**src/rtl/rect_fill_writer_if.sv**
```systemverilog
// Bus bundle for rect_fill_writer: command stream, frame-memory write port,
// flasher continuation handshake and status.
//   master : command/handshake producer (drives cmd_*, in_cont_signal,
//            next_fin_signal; observes everything else)
//   slave  : rect_fill_writer itself
interface rect_fill_writer_if #(
  parameter int X_BITS     = 8,
  parameter int Y_BITS     = 7,
  parameter int ADDR_BITS  = 15,
  parameter int COLOR_SIZE = 3
);
  logic                  cmd_valid;
  logic                  cmd_ready;
  logic [X_BITS-1:0]     cmd_x;
  logic [Y_BITS-1:0]     cmd_y;
  logic [X_BITS-1:0]     cmd_w;
  logic [Y_BITS-1:0]     cmd_h;
  logic [COLOR_SIZE-1:0] cmd_colour;
  logic                  wr_en;
  logic [ADDR_BITS-1:0]  wr_addr;
  logic [COLOR_SIZE-1:0] wr_data;
  logic                  in_cont_signal;
  logic                  out_cont_signal;
  logic                  next_fin_signal;
  logic                  busy;
  logic                  cmd_err;

  modport master (
    output cmd_valid, cmd_x, cmd_y, cmd_w, cmd_h, cmd_colour,
           in_cont_signal, next_fin_signal,
    input  cmd_ready, wr_en, wr_addr, wr_data, out_cont_signal, busy, cmd_err
  );

  modport slave (
    input  cmd_valid, cmd_x, cmd_y, cmd_w, cmd_h, cmd_colour,
           in_cont_signal, next_fin_signal,
    output cmd_ready, wr_en, wr_addr, wr_data, out_cont_signal, busy, cmd_err
  );
endinterface

```
**src/rtl/rect_fill_writer.sv**
```systemverilog
// rect_fill_writer: queues rectangle-fill commands in a small FIFO and
// rasterises each one into the 160x120 frame memory, one pixel per cycle,
// then hands the memory to the screen flasher on request.
//
// Ports
//   Clck   : system clock, rising edge
//   Reset  : asynchronous active-low reset
//   bus    : rect_fill_writer_if.slave
//            cmd_valid/cmd_ready + cmd_x/y/w/h/colour  command push
//            wr_en/wr_addr/wr_data                      frame memory write
//            in_cont_signal/out_cont_signal/next_fin_signal  flasher handoff
//            busy, cmd_err                              status
//
// Build option
//   CLIP_EN : when defined, rectangles are clipped to the screen instead of
//             being rejected; cmd_err is then never asserted.
module rect_fill_writer #(
  parameter int SCR_W      = 160,
  parameter int SCR_H      = 120,
  parameter int X_BITS     = 8,
  parameter int Y_BITS     = 7,
  parameter int ADDR_BITS  = 15,
  parameter int COLOR_SIZE = 3,
  parameter int FIFO_DEPTH = 4
) (
  input logic              Clck,
  input logic              Reset,
  rect_fill_writer_if.slave bus
);

  localparam int PTR_W = $clog2(FIFO_DEPTH);
  localparam logic [X_BITS:0]    SCR_W_X  = SCR_W[X_BITS:0];
  localparam logic [Y_BITS:0]    SCR_H_Y  = SCR_H[Y_BITS:0];
  localparam logic [X_BITS:0]    X_ONE    = 1;
  localparam logic [Y_BITS:0]    Y_ONE    = 1;
  localparam logic [ADDR_BITS-1:0] ROW_STEP = SCR_W[ADDR_BITS-1:0];
  localparam logic [ADDR_BITS-1:0] ADDR_ONE = 1;

  typedef enum logic [1:0] {IDLE, LOAD, DRAW, HANDOFF} state_t;

  typedef struct packed {
    logic [X_BITS-1:0]     x;
    logic [Y_BITS-1:0]     y;
    logic [X_BITS-1:0]     w;
    logic [Y_BITS-1:0]     h;
    logic [COLOR_SIZE-1:0] col;
  } cmd_t;

`ifndef CLIP_EN
  // A non-empty rectangle that does not fit on screen is rejected whole.
  function automatic logic range_fail(input logic [X_BITS-1:0] x,
                                      input logic [X_BITS-1:0] w,
                                      input logic [Y_BITS-1:0] y,
                                      input logic [Y_BITS-1:0] h);
    logic [X_BITS:0] x_end;
    logic [Y_BITS:0] y_end;
    x_end = {1'b0, x} + {1'b0, w};
    y_end = {1'b0, y} + {1'b0, h};
    return (w != '0) && (h != '0) && ((x_end > SCR_W_X) || (y_end > SCR_H_Y));
  endfunction
`endif

  state_t                state;
  cmd_t                  fifo_mem [FIFO_DEPTH];
  logic [PTR_W:0]        wr_ptr, rd_ptr;
  logic                  full, empty, push, pop;
  cmd_t                  head, cur;
  logic                  pop_reject;

  logic                  wr_en_r, out_cont_r, cmd_err_r;
  logic [ADDR_BITS-1:0]  wr_addr_r, row_base;
  logic [COLOR_SIZE-1:0] wr_data_r;
  logic [X_BITS:0]       cur_x;
  logic [Y_BITS:0]       cur_y;

  logic [X_BITS:0]       x_ext, w_ext, w_eff, x_last;
  logic [Y_BITS:0]       y_ext, h_ext, h_eff, y_last;
  logic                  zero_area, reject;
  logic [ADDR_BITS-1:0]  x_addr, y_addr, row_base_ld;

  // Command FIFO: the extra pointer bit separates full from empty.
  assign empty = (wr_ptr == rd_ptr);
  assign full  = (wr_ptr[PTR_W] != rd_ptr[PTR_W]) &&
                 (wr_ptr[PTR_W-1:0] == rd_ptr[PTR_W-1:0]);
  assign push  = bus.cmd_valid && !full;
  assign pop   = (state == IDLE) && !empty;
  assign head  = fifo_mem[rd_ptr[PTR_W-1:0]];

  always_ff @(posedge Clck) begin
    if (push) begin
      fifo_mem[wr_ptr[PTR_W-1:0]] <= '{x: bus.cmd_x, y: bus.cmd_y, w: bus.cmd_w,
                                       h: bus.cmd_h, col: bus.cmd_colour};
    end
  end

  always_ff @(posedge Clck or negedge Reset) begin
    if (!Reset) begin
      wr_ptr <= '0;
      rd_ptr <= '0;
    end else begin
      if (push) wr_ptr <= wr_ptr + 1'b1;
      if (pop)  rd_ptr <= rd_ptr + 1'b1;
    end
  end

  // Current command is captured on pop and stays stable through LOAD/DRAW.
  always_ff @(posedge Clck) begin
    if (pop) cur <= head;
  end

`ifdef CLIP_EN
  assign pop_reject = 1'b0;
`else
  // Evaluated on the head entry so the registered pulse lands in LOAD.
  assign pop_reject = range_fail(head.x, head.w, head.y, head.h);
`endif

  always_comb begin
    x_ext  = {1'b0, cur.x};
    y_ext  = {1'b0, cur.y};
    w_ext  = {1'b0, cur.w};
    h_ext  = {1'b0, cur.h};
    w_eff  = w_ext;
    h_eff  = h_ext;
    reject = 1'b0;
`ifdef CLIP_EN
    if (x_ext >= SCR_W_X)               w_eff = '0;
    else if (w_ext > SCR_W_X - x_ext)   w_eff = SCR_W_X - x_ext;
    if (y_ext >= SCR_H_Y)               h_eff = '0;
    else if (h_ext > SCR_H_Y - y_ext)   h_eff = SCR_H_Y - y_ext;
`else
    reject = range_fail(cur.x, cur.w, cur.y, cur.h);
`endif
    zero_area   = (w_eff == '0) || (h_eff == '0);
    x_last      = x_ext + w_eff - X_ONE;
    y_last      = y_ext + h_eff - Y_ONE;
    x_addr      = {{(ADDR_BITS-X_BITS){1'b0}}, cur.x};
    y_addr      = {{(ADDR_BITS-Y_BITS){1'b0}}, cur.y};
    // y*160 as (y*128)+(y*32); later rows step by SCR_W with an adder.
    row_base_ld = (y_addr << 7) + (y_addr << 5);
  end

  always_ff @(posedge Clck or negedge Reset) begin
    if (!Reset) begin
      state      <= IDLE;
      wr_en_r    <= 1'b0;
      wr_addr_r  <= '0;
      wr_data_r  <= '0;
      out_cont_r <= 1'b0;
      cmd_err_r  <= 1'b0;
      row_base   <= '0;
      cur_x      <= '0;
      cur_y      <= '0;
    end else begin
      cmd_err_r <= 1'b0;
      case (state)
        IDLE: begin
          // Queued work takes priority over handing the frame away.
          if (!empty) begin
            state     <= LOAD;
            cmd_err_r <= pop_reject;
          end else if (bus.in_cont_signal) begin
            state <= HANDOFF;
          end
        end
        LOAD: begin
          if (zero_area || reject) begin
            state <= IDLE;
          end else begin
            state     <= DRAW;
            wr_en_r   <= 1'b1;
            wr_addr_r <= row_base_ld + x_addr;
            wr_data_r <= cur.col;
            row_base  <= row_base_ld;
            cur_x     <= x_ext;
            cur_y     <= y_ext;
          end
        end
        DRAW: begin
          // cur_x/cur_y track the pixel presented on the write port now.
          if (cur_x == x_last) begin
            if (cur_y == y_last) begin
              wr_en_r <= 1'b0;
              state   <= IDLE;
            end else begin
              cur_x     <= x_ext;
              cur_y     <= cur_y + Y_ONE;
              row_base  <= row_base + ROW_STEP;
              wr_addr_r <= row_base + ROW_STEP + x_addr;
            end
          end else begin
            cur_x     <= cur_x + X_ONE;
            wr_addr_r <= wr_addr_r + ADDR_ONE;
          end
        end
        HANDOFF: begin
          if (bus.next_fin_signal) begin
            out_cont_r <= 1'b0;
            state      <= IDLE;
          end else begin
            out_cont_r <= 1'b1;
          end
        end
        default: state <= IDLE;
      endcase
    end
  end

  assign bus.cmd_ready       = !full;
  assign bus.wr_en           = wr_en_r;
  assign bus.wr_addr         = wr_addr_r;
  assign bus.wr_data         = wr_data_r;
  assign bus.out_cont_signal = out_cont_r;
  assign bus.cmd_err         = cmd_err_r;
  assign bus.busy            = (state != IDLE) || !empty;

endmodule
```
**src/flat_wrapper.sv**
```systemverilog
// flat-port wrapper written by rule: the top's interface ports become plain ports
module rect_fill_writer_flat 
#(
  parameter int SCR_W      = 160,
  parameter int SCR_H      = 120,
  parameter int X_BITS     = 8,
  parameter int Y_BITS     = 7,
  parameter int ADDR_BITS  = 15,
  parameter int COLOR_SIZE = 3,
  parameter int FIFO_DEPTH = 4
)
  (Clck, Reset, bus_cmd_valid, bus_cmd_x, bus_cmd_y, bus_cmd_w, bus_cmd_h, bus_cmd_colour, bus_in_cont_signal, bus_next_fin_signal, bus_cmd_ready, bus_wr_en, bus_wr_addr, bus_wr_data, bus_out_cont_signal, bus_busy, bus_cmd_err);
  rect_fill_writer_if #(.X_BITS(X_BITS), .Y_BITS(Y_BITS), .ADDR_BITS(ADDR_BITS), .COLOR_SIZE(COLOR_SIZE)) bus_i ();
  input logic Clck;
  input logic Reset;
  input wire logic [$bits(bus_i.cmd_valid)-1:0] bus_cmd_valid;
  input wire logic [$bits(bus_i.cmd_x)-1:0] bus_cmd_x;
  input wire logic [$bits(bus_i.cmd_y)-1:0] bus_cmd_y;
  input wire logic [$bits(bus_i.cmd_w)-1:0] bus_cmd_w;
  input wire logic [$bits(bus_i.cmd_h)-1:0] bus_cmd_h;
  input wire logic [$bits(bus_i.cmd_colour)-1:0] bus_cmd_colour;
  input wire logic [$bits(bus_i.in_cont_signal)-1:0] bus_in_cont_signal;
  input wire logic [$bits(bus_i.next_fin_signal)-1:0] bus_next_fin_signal;
  output wire logic [$bits(bus_i.cmd_ready)-1:0] bus_cmd_ready;
  output wire logic [$bits(bus_i.wr_en)-1:0] bus_wr_en;
  output wire logic [$bits(bus_i.wr_addr)-1:0] bus_wr_addr;
  output wire logic [$bits(bus_i.wr_data)-1:0] bus_wr_data;
  output wire logic [$bits(bus_i.out_cont_signal)-1:0] bus_out_cont_signal;
  output wire logic [$bits(bus_i.busy)-1:0] bus_busy;
  output wire logic [$bits(bus_i.cmd_err)-1:0] bus_cmd_err;
  assign bus_i.cmd_valid = bus_cmd_valid;
  assign bus_i.cmd_x = bus_cmd_x;
  assign bus_i.cmd_y = bus_cmd_y;
  assign bus_i.cmd_w = bus_cmd_w;
  assign bus_i.cmd_h = bus_cmd_h;
  assign bus_i.cmd_colour = bus_cmd_colour;
  assign bus_i.in_cont_signal = bus_in_cont_signal;
  assign bus_i.next_fin_signal = bus_next_fin_signal;
  assign bus_cmd_ready = bus_i.cmd_ready;
  assign bus_wr_en = bus_i.wr_en;
  assign bus_wr_addr = bus_i.wr_addr;
  assign bus_wr_data = bus_i.wr_data;
  assign bus_out_cont_signal = bus_i.out_cont_signal;
  assign bus_busy = bus_i.busy;
  assign bus_cmd_err = bus_i.cmd_err;
  rect_fill_writer #(.SCR_W(SCR_W), .SCR_H(SCR_H), .X_BITS(X_BITS), .Y_BITS(Y_BITS), .ADDR_BITS(ADDR_BITS), .COLOR_SIZE(COLOR_SIZE), .FIFO_DEPTH(FIFO_DEPTH)) u_core (.Clck(Clck), .Reset(Reset), .bus(bus_i));
endmodule
```
**config.mk**
```make
export PLATFORM = sky130hd
export DESIGN_NAME = rect_fill_writer_flat
export DESIGN_NICKNAME = d
export VERILOG_FILES = /design/src/rtl/rect_fill_writer_if.sv /design/src/rtl/rect_fill_writer.sv /design/src/flat_wrapper.sv
export SDC_FILE = /design/constraint.sdc
export NUM_CORES = 1
export LEC_CHECK = 0
export CAP_MARGIN = 5
export CORE_MARGIN = 2
export CORE_UTILIZATION = 55
export DETAILED_ROUTE_END_ITERATION = 7
export PLACE_DENSITY_LB_ADDON = 0.08
export SLEW_MARGIN = 20
export SYNTH_ARGS = -nofsm -noshare
export SYNTH_HDL_FRONTEND = slang
export SYNTH_SLANG_ARGS = --single-unit
```
**constraint.sdc**
```tcl
create_clock -name Clck -period 3.9 [get_ports Clck]
set_input_delay 0.585 -clock Clck [delete_from_list [all_inputs] [get_ports Clck]]
set_output_delay 0.585 -clock Clck [all_outputs]
set_load 0.02 [all_outputs]
```
After elaboration in Yosys (flattened, before gate mapping)
Memories as Yosys holds them, arrays and structs flattened. Index checks and enable logic that the tools add are counted.

Memories kept: 1. Bits of input ports: 38. Register bits after elaboration: 94. RAM bits: 132.

Add/sub/neg operators: 15. Multiplexer cells: 32. Bitwise logic cells: 1. $lt $le $gt $ge: 4. Reductions and logical operators: 28. Eq/ne operators: 15.

Memories: u_core.fifo_mem (depth 4, bits a word 33, read ports 1, clocked after memory_dff 0, wr ports 1, line rect_fill_writer.sv:64) `cmd_t fifo_mem [FIFO_DEPTH];`.

Operators with widths (number): $mux W15 (6); $pmux W15 S2 (2); $add A15 B8 Y15 (2); $mux W9 (3); $mux W8 (3); $add A8 B8 Y9 (2); $gt A9 B8 Y1 const B (2); $pmux W9 S2 (1); $add A7 B7 Y8 (2); $gt A8 B7 Y1 const B (2); $pmux W8 S2 (1); $reduce_bool A8 Y1 (2); $add A14 B12 Y15 (1); $add A15 B1 Y15 const B (1); $add A15 B8 Y15 const B (1); $reduce_bool A7 Y1 (2); $mux W2 (6); $reduce_and A4 Y1 (3); $add A9 B1 Y9 const B (1); $eq A9 B9 Y1 (1); $sub A9 B1 Y9 const B (1); $add A8 B1 Y8 const B (1); $eq A8 B8 Y1 (1); $logic_not A8 Y1 (1); 22 further kinds (47).

Depth between registers and ports, before layout
Depth after elaboration: 7. Mapped depth: 16. Gate-level depth less buffers: 13.

Worst setup path before layout
OpenSTA, ideal clock, no wires.

Kind: reg2reg. From: reg u_core.rd_ptr[0]. To: reg u_core.cmd_err_r (netlist: u_core.bus.cmd_err). Path buffers: 4. Stages on the path, launching flop included: 16. Data required time: 3812 ps. Data arrival time: 4145 ps. Clock period less this slack: 4233 ps. Setup slack: -333 ps. Path through: dfrtp_1 > buf_2 > buf_2 > buf_1 > buf_1 > mux4_2 > ha_1 > fa_1 > a21oi_1 > nor2_1 > nor2_1 > o21bai_1 > a21oi_1 > xnor2_1 > o21ai_0 > a41oi_1.

RTL lines: start, declared (line rect_fill_writer.sv:65) `logic [PTR_W:0] wr_ptr, rd_ptr;`; start signal, assigned (line rect_fill_writer.sv:102) `if (pop) rd_ptr <= rd_ptr + 1'b1;`; end signal, assigned (line rect_fill_writer.sv:161) `cmd_err_r <= pop_reject;`; end, declared (line rect_fill_writer.sv:70) `logic wr_en_r, out_cont_r, cmd_err_r;`.

Worst setup path after layout
From: reg u_core.cur[25] in the netlist's numbering. To: reg u_core.row_base[14].

Cells in the longest elaborated chain, start to end: 7.

Ends and longest elaborated chain: start, declared (line rect_fill_writer.sv:67) `cmd_t head, cur;`; start signal, assigned (line rect_fill_writer.sv:108) `if (pop) cur <= head;`; $add A8 B8 Y9 (*) (line rect_fill_writer.sv:57, rect_fill_writer.sv:135); branches (longest 5 deep; another with $sub A9 B1 Y9); $reduce_and A4 Y1 (no line) (*); end signal, assigned (line rect_fill_writer.sv:174) `row_base <= row_base_ld;`; end signal, assigned (line rect_fill_writer.sv:188) `row_base <= row_base + ROW_STEP;`; end, declared (line rect_fill_writer.sv:71) `logic [ADDR_BITS-1:0] wr_addr_r, row_base;`.

Every way passes the cells marked *. A chain may end at the register's enable or synchronous reset.

==> flow_summary.json <==
{
  "synthTopCellsByArea": "edfxtp_1, dfrtp_1, mux4_2",
  "postCtsHoldBufs": 0,
  "cp-end-kind": "register",
  "fin_cells": 1357,
  "antenna_found_initial": 0,
  "antenna_cells": 0,
  "overflow": 0,
  "drc": 0,
  "setup.worst_path.class": "register to register",
  "crit_path_start_kind": "register",
  "finish.utilization_pct": 64.54,
  "crit_arrival_ps": 4180,
  "crit_fanout": 14,
  "numClockSinks": 221,
  "insertion_delay_ps": 530,
  "hold_viol": 0,
  "multi_input_comb_area_mm2": 0.005466,
  "fin_crit_sh_pct": 96.81,
  "ir_drop_mv": 0.4375,
  "rows": 54,
  "start_util_pct": 55.85,
  "avgSynthCellArea_um2": 12.46,
  "design_area_mm2": 0.01404,
  "vias_per_cell": 5.921,
  "cts.clk_slew.worst_paths_ps": 60,
  "synth_area_leader_cell": "edfxtp_1",
  "num_vias": 8035,
  "placeableCoreArea_mm2": 0.02176,
  "io_buffers": 60,
  "yosysWarnings": 0,
  "fillers": 1671,
  "fin_tns_setup_ps": 0,
  "first_pass_iters": 5,
  "yosysSeqAreaShare_pct": 52.31,
  "pre_cts_ws_ps": 81.42,
  "seqCellArea_mm2": 0.006357,
  "yosysUniqueCellTypes": 85,
  "placed_cell_area_mm2": 0.01320,
  "drtAntennaViolNets": 0,
  "syn_nets": 1078,
  "yosys_register_bits": 221,
  "synth.most_common_cell": "edfxtp_1",
  "power_density_mw_per_mm2": 417.4,
  "synth_async_sr_flop_share_pct": 25.34,
  "wl_um": 25710,
  "status": "finished clean",
  "drt_iter0_drc": 472,
  "power_leakage_nw": 5.324,
  "syn-instance-count": 975,
  "cap_viol_max_count": 0,
  "io_pins": 61,
  "die_x_um": 152.6,
  "fin_skew_ps": 9.402,
  "post_drt_wl_per_cell_um": 18.95,
  "final_nets": 1161,
  "die-area_mm2": 0.02330,
  "fmax_mhz": 264.9,
  "ff2ff_path_depth": 15,
  "synth_edf_count": 165,
  "rsz0062_at_grt": "true",
  "syn_to_final_growth_pct": 15.56,
  "grt_pass1_vias": 8035,
  "grt_first_pass_wirelength_um": 41920,
  "postLayoutSetupSlackWorst_ps": 124.4,
  "synth_common_cells": "edfxtp_1, ha_1, dfrtp_1, nand2_1, xnor2_1",
  "grt_max_degree": 55,
  "h-tree-depth": 1,
  "ys.flop_type": "edfxtp_1",
  "routabilityCongestion": 0.8449,
  "slew_viol_final": 0,
  "dieHeight_um": 152.6,
  "dp_hpwl_um": 18170,
  "clockBufferDepth": 3,
  "cts_tree": "done",
  "setup_viol": 0,
  "drive_gt1_share_pct": 15.32,
  "grt_util_all_layers_pct": 22.21,
  "synth_top_area_share_pct": 40.77,
  "worstMarginPinSlew_ps": 900.1,
  "slew_headroom_pct": 39.99,
  "hp-class": "primary input to asynchronous set/reset pin",
  "ctsRootBufferMaster": "clkbuf_16",
  "post-route-min-period_ps": 3776,
  "post-place-cells": 1310,
  "cts_buffers": 25,
  "worstPathRequired_ps": 4310,
  "synthesis.area_mm2": 0.01215
}
==> power breakdown <==
part | total [W] | internal [W] | switching (W) | leakage [nW]
combinational | 0.000712 | 0.000280 | 0.000432 | 2.70
clock | 0.00222 | 0.00129 | 0.000925 | 0.383
sequential | 0.00293 | 0.00286 | 0.0000683 | 2.24
==> cells by family after synthesis <==
group                    after synthesis  share of synthesized area [%]
AO/OA/AOI/OAI                        225                          13.13
XOR/XNOR                              81                          5.962
adder cells (fa/ha/maj)               65                          7.063
buffers and inverters                 91                          3.161
flip-flops                           221                          52.31
multiplexers                          60                          8.495
AND/OR/NAND/NOR                      232                          9.885
==> per-stage QoR <==
| stage | hold WS, ps | total power (W) |
|---|---|---|
| final | 177.0 | 0.005861 |
| after global routing | 251.8 | 0.006111 |
| after CTS | 197.7 | 0.005936 |
| after detailed placement | 476.3 | 0.003699 |
| after global placement | 459.2 | 0.003671 |
| after floorplan | 289.4 | 0.003425 |
==> layout make-up <==
class | count | share of cell area, %
clock buffers | 32 | 4.785
multi-input cells | 663 | 38.93
well taps | 280 | 2.495
repair buffers | 96 | 6.344
inverters | 51 | 1.363
clock inverters | 14 | 0.8108
flip-flops and latches | 221 | 45.27
==> worst max-delay path: stages (launching register included) <==
cell,delay (ps)
edfxtp_1,360
ha_1,200
inv_1,60
fa_1,410
nand2b_1,190
a21oi_2,230
xor2_2,150
or3_4,410
xnor2_1,130
a31oi_1,220
o211ai_1,130
buf_4,220
and4b_2,260
buf_4,200
or3b_1,350
o311a_1,130
==> timing repair <==
action,4_1_cts,5_1_grt
endpoints found under the setup margin,0,39
gates resized for setup,0,13
buffers inserted,0,1
==> registers in the layout, indices dropped and copies added (netlist names) <==
signal / count
u_core.bus.cmd_err: 1
u_core.bus.out_cont_signal: 1
u_core.bus.wr_addr: 15
u_core.bus.wr_data: 3
u_core.bus.wr_en: 1
u_core.cur: 33
u_core.cur_x: 9
u_core.cur_y: 8
u_core.fifo_mem: 132
u_core.rd_ptr: 3
u_core.row_base: 10
u_core.state: 2
u_core.wr_ptr: 3
==> layout by cell type, fill, tap and decap left out, types with 21 or more instances in the layout <==
master	synthesis	final
edfxtp_1	165	165
inv_1	50	50
o21ai_0	49	48
clkbuf_16	0	25
ha_1	59	58
buf_4	1	34
nand3_1	31	31
dfrtp_1	56	55
nor3_1	22	21
clkdlybuf4s50_1	0	59
nand2_1	56	55
xnor2_1	51	50
nor2_1	46	46
xor2_1	28	26
mux4_2	33	33
a21oi_1	50	48
==> metal layers <==
metal | global-route usage [%] | vias up | share of wire [%]
met2 | 37.73 | 173 | 49
met1 | 30.43 | 3936 | 44
met4 | 5.908 | 0 | 2.1
li1 | - | 3882 | -
met5 | 0 | - | 0
met3 | 2.958 | 44 | 4.1
==> path summary, 6_finish.rpt <==
check                                                    end  slack (ps)                      from
max in group asynchronous     u_core.row_base[7]$_DFFE_PN0P_        2910                     Reset
hold reg to reg            u_core.bus.wr_data[2]$_DFFE_PN0P_         480   u_core.cur[2]$_DFFE_PP_
setup / recovery             u_core.row_base[14]$_DFFE_PN0P_         120  u_core.cur[25]$_DFFE_PP_
min in group Clck          u_core.bus.wr_data[2]$_DFFE_PN0P_         480   u_core.cur[2]$_DFFE_PP_
setup reg to reg             u_core.row_base[14]$_DFFE_PN0P_         120  u_core.cur[25]$_DFFE_PP_
hold / removal                   u_core.cur_x[6]$_DFFE_PN0P_         180                     Reset
Note: power is estimated with default switching activity, not from simulation.
